==> config.mk <==
export PLATFORM = sky130hd
export DESIGN_NAME = bt_uart_rx
export DESIGN_NICKNAME = d
export VERILOG_FILES = /design/src/rtl/bt_uart_pkg.sv /design/src/rtl/bt_uart_baud_cnt.sv /design/src/rtl/bt_uart_rx.sv
export SDC_FILE = /design/constraint.sdc
export NUM_CORES = 1
export LEC_CHECK = 0
export CAP_MARGIN = 20
export CORE_MARGIN = 2
export CORE_UTILIZATION = 50
export CTS_CLUSTER_DIAMETER = 30
export DETAILED_ROUTE_END_ITERATION = 12
export PLACE_DENSITY = 0.7
export SLEW_MARGIN = 30
export SYNTH_ARGS = -nofsm -noshare
export SYNTH_HDL_FRONTEND = slang
export SYNTH_SLANG_ARGS = --single-unit
==> constraint.sdc <==
create_clock -name clk -period 3.3 [get_ports clk]
set_clock_uncertainty 0.2 [all_clocks]
set_input_delay 0.495 -clock clk [delete_from_list [all_inputs] [get_ports clk]]
set_output_delay 0.495 -clock clk [all_outputs]
set_load 0.005 [all_outputs]
==> src/rtl/bt_uart_pkg.sv <==
// Shared definitions for the bt_uart receiver: FSM state encoding and the
// default parameter values used by bt_uart_rx and bt_uart_baud_cnt.
package bt_uart_pkg;

    // 100 MHz clock, 9600 baud
    localparam int DEF_CLKS_PER_BIT = 10417;
    localparam int DEF_DATA_BITS    = 8;
    localparam int DEF_SYNC_STAGES  = 3;

    // Receiver frame states; PARITY is only visited in parity-enabled builds.
    typedef enum logic [2:0] {
        IDLE   = 3'd0,
        START  = 3'd1,
        DATA   = 3'd2,
        PARITY = 3'd3,
        STOP   = 3'd4
    } uart_state_e;

endpackage

==> src/rtl/bt_uart_baud_cnt.sv <==
// Bit-period counter for the UART receiver. Counts 0..CLKS_PER_BIT-1 and
// wraps. It raises mid_tick in the mid-bit count (CLKS_PER_BIT/2-1) and
// end_tick in the last count of the bit. clear holds the count at 0; the
// receiver asserts it on every state change so that each state starts its
// bit timing from zero.
module bt_uart_baud_cnt
    import bt_uart_pkg::*;
#(
    parameter int CLKS_PER_BIT = DEF_CLKS_PER_BIT
) (
    input  logic clk,
    input  logic rst,
    input  logic clear,
    output logic mid_tick,
    output logic end_tick
);

    localparam int CNT_W = $clog2(CLKS_PER_BIT);
    localparam logic [CNT_W-1:0] MID_CNT = CNT_W'(CLKS_PER_BIT / 2 - 1);
    localparam logic [CNT_W-1:0] END_CNT = CNT_W'(CLKS_PER_BIT - 1);

    logic [CNT_W-1:0] cnt_q;
    logic [CNT_W-1:0] cnt_d;

    assign mid_tick = (cnt_q == MID_CNT);
    assign end_tick = (cnt_q == END_CNT);

    // Next count: zero on clear or at end of bit, otherwise increment.
    always_comb begin
        cnt_d = cnt_q + 1'b1;
        if (clear || end_tick) begin
            cnt_d = '0;
        end
    end

    // Count register.
    always_ff @(posedge clk or posedge rst) begin
        if (rst) begin
            cnt_q <= '0;
        end else begin
            cnt_q <= cnt_d;
        end
    end

endmodule

==> src/rtl/bt_uart_rx.sv <==
// UART receiver: idle-high line, LSB-first, start + DATA_BITS [+ parity] + stop.
// Optional feature: define UART_RX_PARITY_EN to add an even-parity bit
// between the data and stop bits and the parity_err output.
//
// Output handshake: data_valid rises one cycle after the stop-bit mid-sample
// of a good frame and stays high until the consumer pulses data_ack while
// data_valid=1; data_valid then drops on the following cycle. A new good word
// always wins over a same-cycle ack. A good word arriving while data_valid=1
// and data_ack=0 overwrites data and sets the sticky overrun flag.
module bt_uart_rx
    import bt_uart_pkg::*;
#(
    parameter int CLKS_PER_BIT = DEF_CLKS_PER_BIT,
    parameter int DATA_BITS    = DEF_DATA_BITS,
    parameter int SYNC_STAGES  = DEF_SYNC_STAGES
) (
    input  logic                 clk,
    input  logic                 rst,
    input  logic                 get,
    output logic [DATA_BITS-1:0] data,
    output logic                 data_valid,
    input  logic                 data_ack,
    output logic                 busy,
    output logic                 frame_err,
`ifdef UART_RX_PARITY_EN
    output logic                 parity_err,
`endif
    output logic                 overrun
);

    localparam int BIT_W = $clog2(DATA_BITS);
    localparam logic [BIT_W-1:0] LAST_BIT = BIT_W'(DATA_BITS - 1);
`ifdef UART_RX_PARITY_EN
    localparam uart_state_e AFTER_DATA = PARITY;
`else
    localparam uart_state_e AFTER_DATA = STOP;
`endif

    // Synchroniser and start-edge detection
    logic [SYNC_STAGES-1:0] sync_q;
    logic [SYNC_STAGES-1:0] sync_d;
    logic                   line_prev_q;
    logic                   line_prev_d;
    // Fills with ones after reset; edges are only trusted once every stage
    // (and line_prev) holds a real line sample rather than its reset value.
    logic [SYNC_STAGES:0]   fill_q;
    logic [SYNC_STAGES:0]   fill_d;
    logic                   rx_line;
    logic                   armed;
    logic                   start_edge;

    assign rx_line     = sync_q[SYNC_STAGES-1];
    assign armed       = fill_q[SYNC_STAGES];
    assign start_edge  = armed && line_prev_q && !rx_line;

    // Shift the raw line through the synchroniser and track fill after reset.
    always_comb begin
        sync_d      = {sync_q[SYNC_STAGES-2:0], get};
        line_prev_d = rx_line;
        fill_d      = {fill_q[SYNC_STAGES-1:0], 1'b1};
    end

    // Synchroniser registers; stages reset high to match an idle line.
    always_ff @(posedge clk or posedge rst) begin
        if (rst) begin
            sync_q      <= '1;
            line_prev_q <= 1'b1;
            fill_q      <= '0;
        end else begin
            sync_q      <= sync_d;
            line_prev_q <= line_prev_d;
            fill_q      <= fill_d;
        end
    end

    // Frame FSM and datapath
    uart_state_e            state_q;
    uart_state_e            state_d;
    logic [BIT_W-1:0]       bit_idx_q;
    logic [BIT_W-1:0]       bit_idx_d;
    logic [DATA_BITS-1:0]   shift_q;
    logic [DATA_BITS-1:0]   shift_d;
    logic [DATA_BITS-1:0]   data_q;
    logic [DATA_BITS-1:0]   data_d;
    logic                   valid_q;
    logic                   valid_d;
    logic                   overrun_q;
    logic                   overrun_d;
    logic                   frame_err_q;
    logic                   frame_err_d;
    logic                   stop_bad_q;
    logic                   stop_bad_d;
    logic                   word_ok;
    logic                   mid_tick;
    logic                   end_tick;
    logic                   cnt_clear;

`ifdef UART_RX_PARITY_EN
    logic                   par_bad_q;
    logic                   par_bad_d;
    logic                   parity_err_q;
    logic                   parity_err_d;

    assign word_ok    = !par_bad_q;
    assign parity_err = parity_err_q;
`else
    assign word_ok    = 1'b1;
`endif

    // Bit timing restarts at zero on every state entry and is parked in IDLE.
    assign cnt_clear = (state_d != state_q) || (state_q == IDLE);

    bt_uart_baud_cnt #(
        .CLKS_PER_BIT (CLKS_PER_BIT)
    ) u_baud_cnt (
        .clk      (clk),
        .rst      (rst),
        .clear    (cnt_clear),
        .mid_tick (mid_tick),
        .end_tick (end_tick)
    );

    // Next-state, data capture, handshake and flag logic.
    always_comb begin
        state_d     = state_q;
        bit_idx_d   = bit_idx_q;
        shift_d     = shift_q;
        data_d      = data_q;
        valid_d     = valid_q;
        overrun_d   = overrun_q;
        frame_err_d = 1'b0;
        stop_bad_d  = stop_bad_q;
`ifdef UART_RX_PARITY_EN
        par_bad_d    = par_bad_q;
        parity_err_d = 1'b0;
`endif

        if (valid_q && data_ack) begin
            valid_d = 1'b0;
        end

        case (state_q)
            IDLE: begin
                stop_bad_d = 1'b0;
`ifdef UART_RX_PARITY_EN
                par_bad_d  = 1'b0;
`endif
                if (start_edge) begin
                    state_d = START;
                end
            end

            START: begin
                // A high line at mid start bit was noise: drop it silently.
                if (mid_tick && rx_line) begin
                    state_d = IDLE;
                end else if (end_tick) begin
                    state_d = DATA;
                end
            end

            DATA: begin
                // LSB arrives first, so after DATA_BITS shifts it sits in bit 0.
                if (mid_tick) begin
                    shift_d = {rx_line, shift_q[DATA_BITS-1:1]};
                end
                if (end_tick) begin
                    if (bit_idx_q == LAST_BIT) begin
                        state_d = AFTER_DATA;
                    end else begin
                        bit_idx_d = bit_idx_q + 1'b1;
                    end
                end
            end

`ifdef UART_RX_PARITY_EN
            PARITY: begin
                // Even parity: data bits plus parity bit must XOR to zero.
                if (mid_tick && (^{shift_q, rx_line})) begin
                    parity_err_d = 1'b1;
                    par_bad_d    = 1'b1;
                end
                if (end_tick) begin
                    state_d = STOP;
                end
            end
`endif

            STOP: begin
                if (stop_bad_q) begin
                    // Broken stop bit: wait for the line to recover.
                    if (rx_line) begin
                        state_d = IDLE;
                    end
                end else if (mid_tick) begin
                    if (rx_line) begin
                        // Leave half a bit early so a back-to-back start is seen.
                        state_d = IDLE;
                        if (word_ok) begin
                            data_d  = shift_q;
                            valid_d = 1'b1;
                            if (valid_q && !data_ack) begin
                                overrun_d = 1'b1;
                            end
                        end
                    end else begin
                        frame_err_d = 1'b1;
                        stop_bad_d  = 1'b1;
                    end
                end
            end

            default: begin
                state_d = IDLE;
            end
        endcase

        if (state_d != state_q) begin
            bit_idx_d = '0;
        end
    end

    // Frame FSM and output registers.
    always_ff @(posedge clk or posedge rst) begin
        if (rst) begin
            state_q     <= IDLE;
            bit_idx_q   <= '0;
            shift_q     <= '0;
            data_q      <= '0;
            valid_q     <= 1'b0;
            overrun_q   <= 1'b0;
            frame_err_q <= 1'b0;
            stop_bad_q  <= 1'b0;
        end else begin
            state_q     <= state_d;
            bit_idx_q   <= bit_idx_d;
            shift_q     <= shift_d;
            data_q      <= data_d;
            valid_q     <= valid_d;
            overrun_q   <= overrun_d;
            frame_err_q <= frame_err_d;
            stop_bad_q  <= stop_bad_d;
        end
    end

`ifdef UART_RX_PARITY_EN
    // Parity status registers.
    always_ff @(posedge clk or posedge rst) begin
        if (rst) begin
            par_bad_q    <= 1'b0;
            parity_err_q <= 1'b0;
        end else begin
            par_bad_q    <= par_bad_d;
            parity_err_q <= parity_err_d;
        end
    end
`endif

    assign data       = data_q;
    assign data_valid = valid_q;
    assign overrun    = overrun_q;
    assign frame_err  = frame_err_q;
    assign busy       = (state_q != IDLE);

endmodule
Word level (Yosys, flattened, before mapping)

Cells that the tools add are included.
Widths: inputs -> output; s select.

Multiplexer cells: 25
Bitwise gates (word level): 1
Eq/ne operators: 8
Reduce and logical (&&, ||, !) cells: 18
Add/subtract/negate cells: 2

Operator list:

| cell                  | count |
|---|---|
| $mux 3                | 12 |
| $add 14x1->14 const B | 1 |
| $eq 14x13->1 const B  | 1 |
| $eq 14x14->1 const B  | 1 |
| $mux 14               | 1 |
| $pmux 3 s4            | 1 |
| $mux 1                | 10 |
| $eq 3x3->1 const B    | 2 |
| $reduce_bool 2->1     | 3 |
| $logic_and 1x1->1     | 5 |
| $reduce_and 5->1      | 1 |
| $reduce_and 4->1      | 1 |
| $add 3x1->3 const B   | 1 |
| $eq 3x1->1 const B    | 1 |
| $eq 3x2->1 const B    | 1 |
| $logic_not 3->1       | 1 |
| $ne 3x3->1            | 1 |
| $reduce_and 3->1      | 1 |
| $reduce_bool 3->1     | 1 |
| $logic_not 1->1       | 2 |
| $logic_or 1x1->1      | 2 |
| $ne 2x1->1 const B    | 1 |
| $pmux 1 s2            | 1 |
| $reduce_and 2->1      | 1 |
| $not 1->1             | 1 |

Input bits: 4
Word-level logic and storage cells: 66
Flip-flop bits (word level): 48

Longest topological paths before layout

Depth after elaboration: 8
Gate-level depth with buffers: 8
Gate-level depth less buffers: 7

By module

A second synthesis with hierarchy kept.

Cells, all modules: 180
Area, all modules: 2107.0 µm²

By module, submodules not included:

| module           | times used | area an instance (µm²) | cells an instance |
|---|---|---|---|
| bt_uart_rx       | 1          | 1347.5                 | 100 |
| bt_uart_baud_cnt | 1          | 759.5                  | 80 |

Worst setup path after synthesis

Ideal clock, no wire load.

Kind: register to register
Start: register u_baud_cnt.cnt_q[3]
End: register u_baud_cnt.cnt_q[10]
Arrival: 1.979 ns
Cell stages (with the launch flop): 7
Buffers on the path: 1
Setup slack: 1.002 ns
Data required time: 2.981 ns
Period minus slack after synthesis: 2.298 ns
Cell sequence: dfrtp_1 or4b_4 nor4_4 o221ai_2 nand4_2 buf_6 nor2_1

Cells in the longest elaborated chain, start to end: 8
Elaborated cells between the ends (all ways): 14
Classes of those cells: 1 x add/sub; 3 x eq/ne; 7 x mux; 3 x reduce/logical

Ends and longest elaborated chain:

| what                                         | line                                           | source |
|---|---|---|
| start, declared                              | bt_uart_baud_cnt.sv:22                         | `logic [CNT_W-1:0] cnt_q;` |
| start signal, assigned                       | bt_uart_baud_cnt.sv:41                         | `cnt_q <= cnt_d;` |
| $eq 14x13->1 or $eq 14x14->1 (tied branches) | bt_uart_baud_cnt.sv:25, bt_uart_baud_cnt.sv:26 |  |
| $mux 3 (tied with other cells)               | bt_uart_rx.sv:195                              | `end else if (mid_tick) begin` |
| $mux 3, on equally long branches             | bt_uart_rx.sv:190, bt_uart_rx.sv:155           |  |
| $pmux 3 s4                                   | bt_uart_rx.sv:142                              | `case (state_q)` |
| $ne 3x3->1                                   | bt_uart_rx.sv:111                              | `assign cnt_clear = (state_d != state_q) \|\| (state_q == IDLE);` |
| $logic_or 1x1->1                             | bt_uart_rx.sv:111                              |  |
| $logic_or 1x1->1                             | bt_uart_baud_cnt.sv:31                         | `if (clear \|\| end_tick) begin` |
| $mux 14 *                                    | bt_uart_baud_cnt.sv:31                         |  |
| named net u_baud_cnt.cnt_d[10]               | bt_uart_baud_cnt.sv:23                         | `logic [CNT_W-1:0] cnt_d;` |

The timed path passes the listed nets; every way through them passes the cells marked *.
A chain may end at the register's enable or synchronous reset.

Worst setup path in the final report

Start: register state_q[1]
End: output port busy

Cells in the longest elaborated chain, start to end: 1

Ends and longest elaborated chain:

| what                   | line              | source |
|---|---|---|
| start, declared        | bt_uart_rx.sv:77  | `uart_state_e state_q;` |
| start signal, assigned | bt_uart_rx.sv:235 | `state_q <= state_d;` |
| $reduce_bool 3->1      | bt_uart_rx.sv:263 | `assign busy = (state_q != IDLE);` |
| end, declared          | bt_uart_rx.sv:23  | `output logic busy,` |

No other way between the ends.

==> qor.yml <==
status: "completed"
die_w_um: 69.3
synth.net_count: 186
postSynth.asyncResetShare_pct: 100
clockBufferDepth: 2
synth_cell_type_count: 42
hold_path.class: "reg2reg"
insertion_delay_ns: 0.30
clkPwrFrac_pct: 29.6
pwr-share-comb_pct: 12.5
busiest_layer: "met2"
register_area_um2: 1210
criticalPathCategory: "reg2out"
synth-seq-cells: 48
synthCells: 178
syn_area_per_cell_um2: 12.0
portBuffers: 15
fmax_ghz: 0.396
post-route-drc-count: 0
synth_common_cells: "dfrtp_1 (44), nor2_1 (28), mux2_2 (15)"
slowest_stage: "dfrtp_1"
ios: 16
cts-buffers-inserted: 5
drv_slew: 0
gp_congestion: 0.914
path_cells: "or2_2 -> nor2_1 -> inv_1 -> clkdlybuf4s50_1"
ant_nets: 0
grt_max_degree: 31
crit_family: "simple AND/OR/NAND/NOR gates"
grt_pass1_wl_um: 6600
yosys_warnings: 0
synth_area_leaders: "dfrtp_1 (52%), mux2_2 (7.9%), dfstp_2 (4.9%), nor2_1 (4.9%), xor2_1 (2.9%)"
overflow: 0
path_clk_slew_ns: 0.08
postCtsSetupRepairBufs: 0
synth_edf_count: 0
syn2layout_area_growth_pct: 14.7
period_minus_slack_ns: 2.52
drv_cap: 0
p_int_mw: 0.818
rsz0062_at_grt: "no"
start_util_pct: 52.6
power_frac_seq_pct: 57.9
htree_levels: 2
critPathRequiredTime_ns: 2.60
fin_ws_ns: 0.777
synth_top_area_share_pct: 51.6
antenna_found_initial: 0
slew_headroom_pct: 52.8
cts_tree: "yes"
synth_ff_type: "dfrtp_1"
postCtsResizedCells: 0
synth_area_um2: 2130
final-setup-viol-count: 0
grt_use_total_pct: 16.9
p_per_area_nw_per_um2: 456
p_sw_share_pct: 26.7
tightest_slew_ns: 0.703
die_area_um2: 4810
cts_root_buf: "clkbuf_8"
worstPathMaxFanout: 7
startpoint_type: "register"
slowest_delay_ns: 0.44
fin_setup_tns_ns: 0
coreArea_um2: 4060
die_h_um: 69.3
cts_hold_buf: 0
fin_crit_sh_pct: 76.5
drt-initial-drc-count: 73
post-synth-top-count-cell: "dfrtp_1"
use_met2_pct: 27.4
hold_viol: 0
critical_path_buf_inv_count: 2
n_antenna_cell: 0
grt_use_met1_pct: 22.5
p_sw_mw: 0.298
rows: 23
multiInputGateArea_um2: 895
critPathCaptureType: "output pin"
fin_nets: 209
yosysSeqAreaShare_pct: 56.5
ir_worst_vdd_mv: 0.337
wirelength_um: 3660
dr.pass1.iters: 4
place_ws_ns: 0.765
viasPerCell: 5.52
vias: 1391
crit_arrival_ns: 1.83
hpwl_um: 2690
total_power_mw: 1.12
leakage_nw: 1.15
drive_gt1_share_pct: 18.3
fillCellCount: 328
yosys.area.top_type: "dfrtp_1"
use_met3_pct: 3.63
wire_per_inst_um: 14.5
stdcell_area_um2: 2450
grt_pass1_vias: 1458
whs_ns: 0.155
clkSinkCount: 48
placedInstanceArea_um2: 2360
[stage by stage]
step | std cells | utilization, %
after global routing | 252 | 60.3
after floorplan | 178 | -
final | 252 | 60.3
after CTS | 252 | 60.3
after global placement | 244 | 58.2
after detailed placement | 244 | 58.2
[worst register-to-register path: stages, from the launching register on]
cell	delay (ns)
dfrtp_1	0.41
ha_1	0.26
or4bb_1	0.44
nor4_1	0.50
o21bai_1	0.18
nand4_2	0.31
nor2_1	0.10
[final timing paths]
path                                               start                             end  slack, ns  cells after the start
min                                  fill_q[1]$_DFF_PP0_             fill_q[2]$_DFF_PP0_       0.16                      0
min in group asynchronous                            rst             data[2]$_DFFE_PP0P_       0.32                      2
min reg2reg                          fill_q[1]$_DFF_PP0_             fill_q[2]$_DFF_PP0_       0.16                      0
max                                 state_q[1]$_DFF_PP0_                            busy       0.78                      4
max reg2reg                u_baud_cnt.cnt_q[0]$_DFF_PP0_  u_baud_cnt.cnt_q[11]$_DFF_PP0_       0.78                      6
max in group asynchronous                            rst             sync_q[2]$_DFF_PP1_       1.98                      3
[cell type report]
| type | count | area share (%) |
|---|---|---|
| clock buffer | 6 | 2.96 |
| timing repair buffer | 17 | 7.26 |
| inverter | 6 | 0.920 |
| multi-input combinational | 123 | 36.5 |
| sequential | 48 | 49.3 |
| clock inverter | 2 | 0.511 |
| tap | 50 | 2.55 |
[cell families (layout without fill, tap and decap cells)]
logic type | after synthesis | in the layout | share of synthesized area [%]
and+or+nand+nor | 76 | 76 | 20.8
DFF | 48 | 48 | 56.5
muxes | 17 | 17 | 8.85
xor gates and xnor gates | 13 | 13 | 5.33
AOI/OAI and AO/OA | 12 | 12 | 4.45
buffers and inverters | 7 | 31 | 1.58
adders and majority gates | 4 | 4 | 2.34
other | 1 | 1 | 0.176
[cell usage in the layout (no fill, tap or decap), types with 2 or more instances in the layout]
cell             instances
nor4_1                   2
nor2_1                  28
clkdlybuf4s50_1         15
nand3b_1                 3
a31oi_1                  2
inv_1                    5
ha_1                     4
xnor2_1                  6
mux2_2                  15
xor2_1                   7
nand3_1                  4
nor4_4                   2
o21ai_0                  2
o21bai_1                 2
clkbuf_8                 5
dfrtp_1                 44
nand4_1                  3
nand2_1                 13
dfstp_2                  4
nand2b_1                 2
nor3_1                   4
mux2i_1                  2
and3_1                   2
[metal layers]
layer	wire, µm	share of wire, %
met1	1700	46
met2	1790	49
met3	126	3.4
met4	42	1.1
met5	0	0
[flip-flops by register name (all words and copies together), names as in the netlist]
| name | count |
|---|---|
| u_baud_cnt.cnt_q | 14 |
| data | 8 |
| shift_q | 8 |
| fill_q | 4 |
| bit_idx_q | 3 |
| state_q | 3 |
| sync_q | 3 |
| data_valid | 1 |
| frame_err | 1 |
| line_prev_q | 1 |
| overrun | 1 |
| stop_bad_q | 1 |
[power by group through the flow]
stage | Combinational, mW | Clock (mW) | Sequential, mW
floorplan | 0.110 | 0 | 0.649
CTS | 0.140 | 0.348 | 0.646
global placement | 0.132 | 0 | 0.654
finish | 0.140 | 0.330 | 0.647
global route | 0.161 | 0.369 | 0.650
detailed placement | 0.140 | 0 | 0.657
Power figures use the tool's default switching activity.
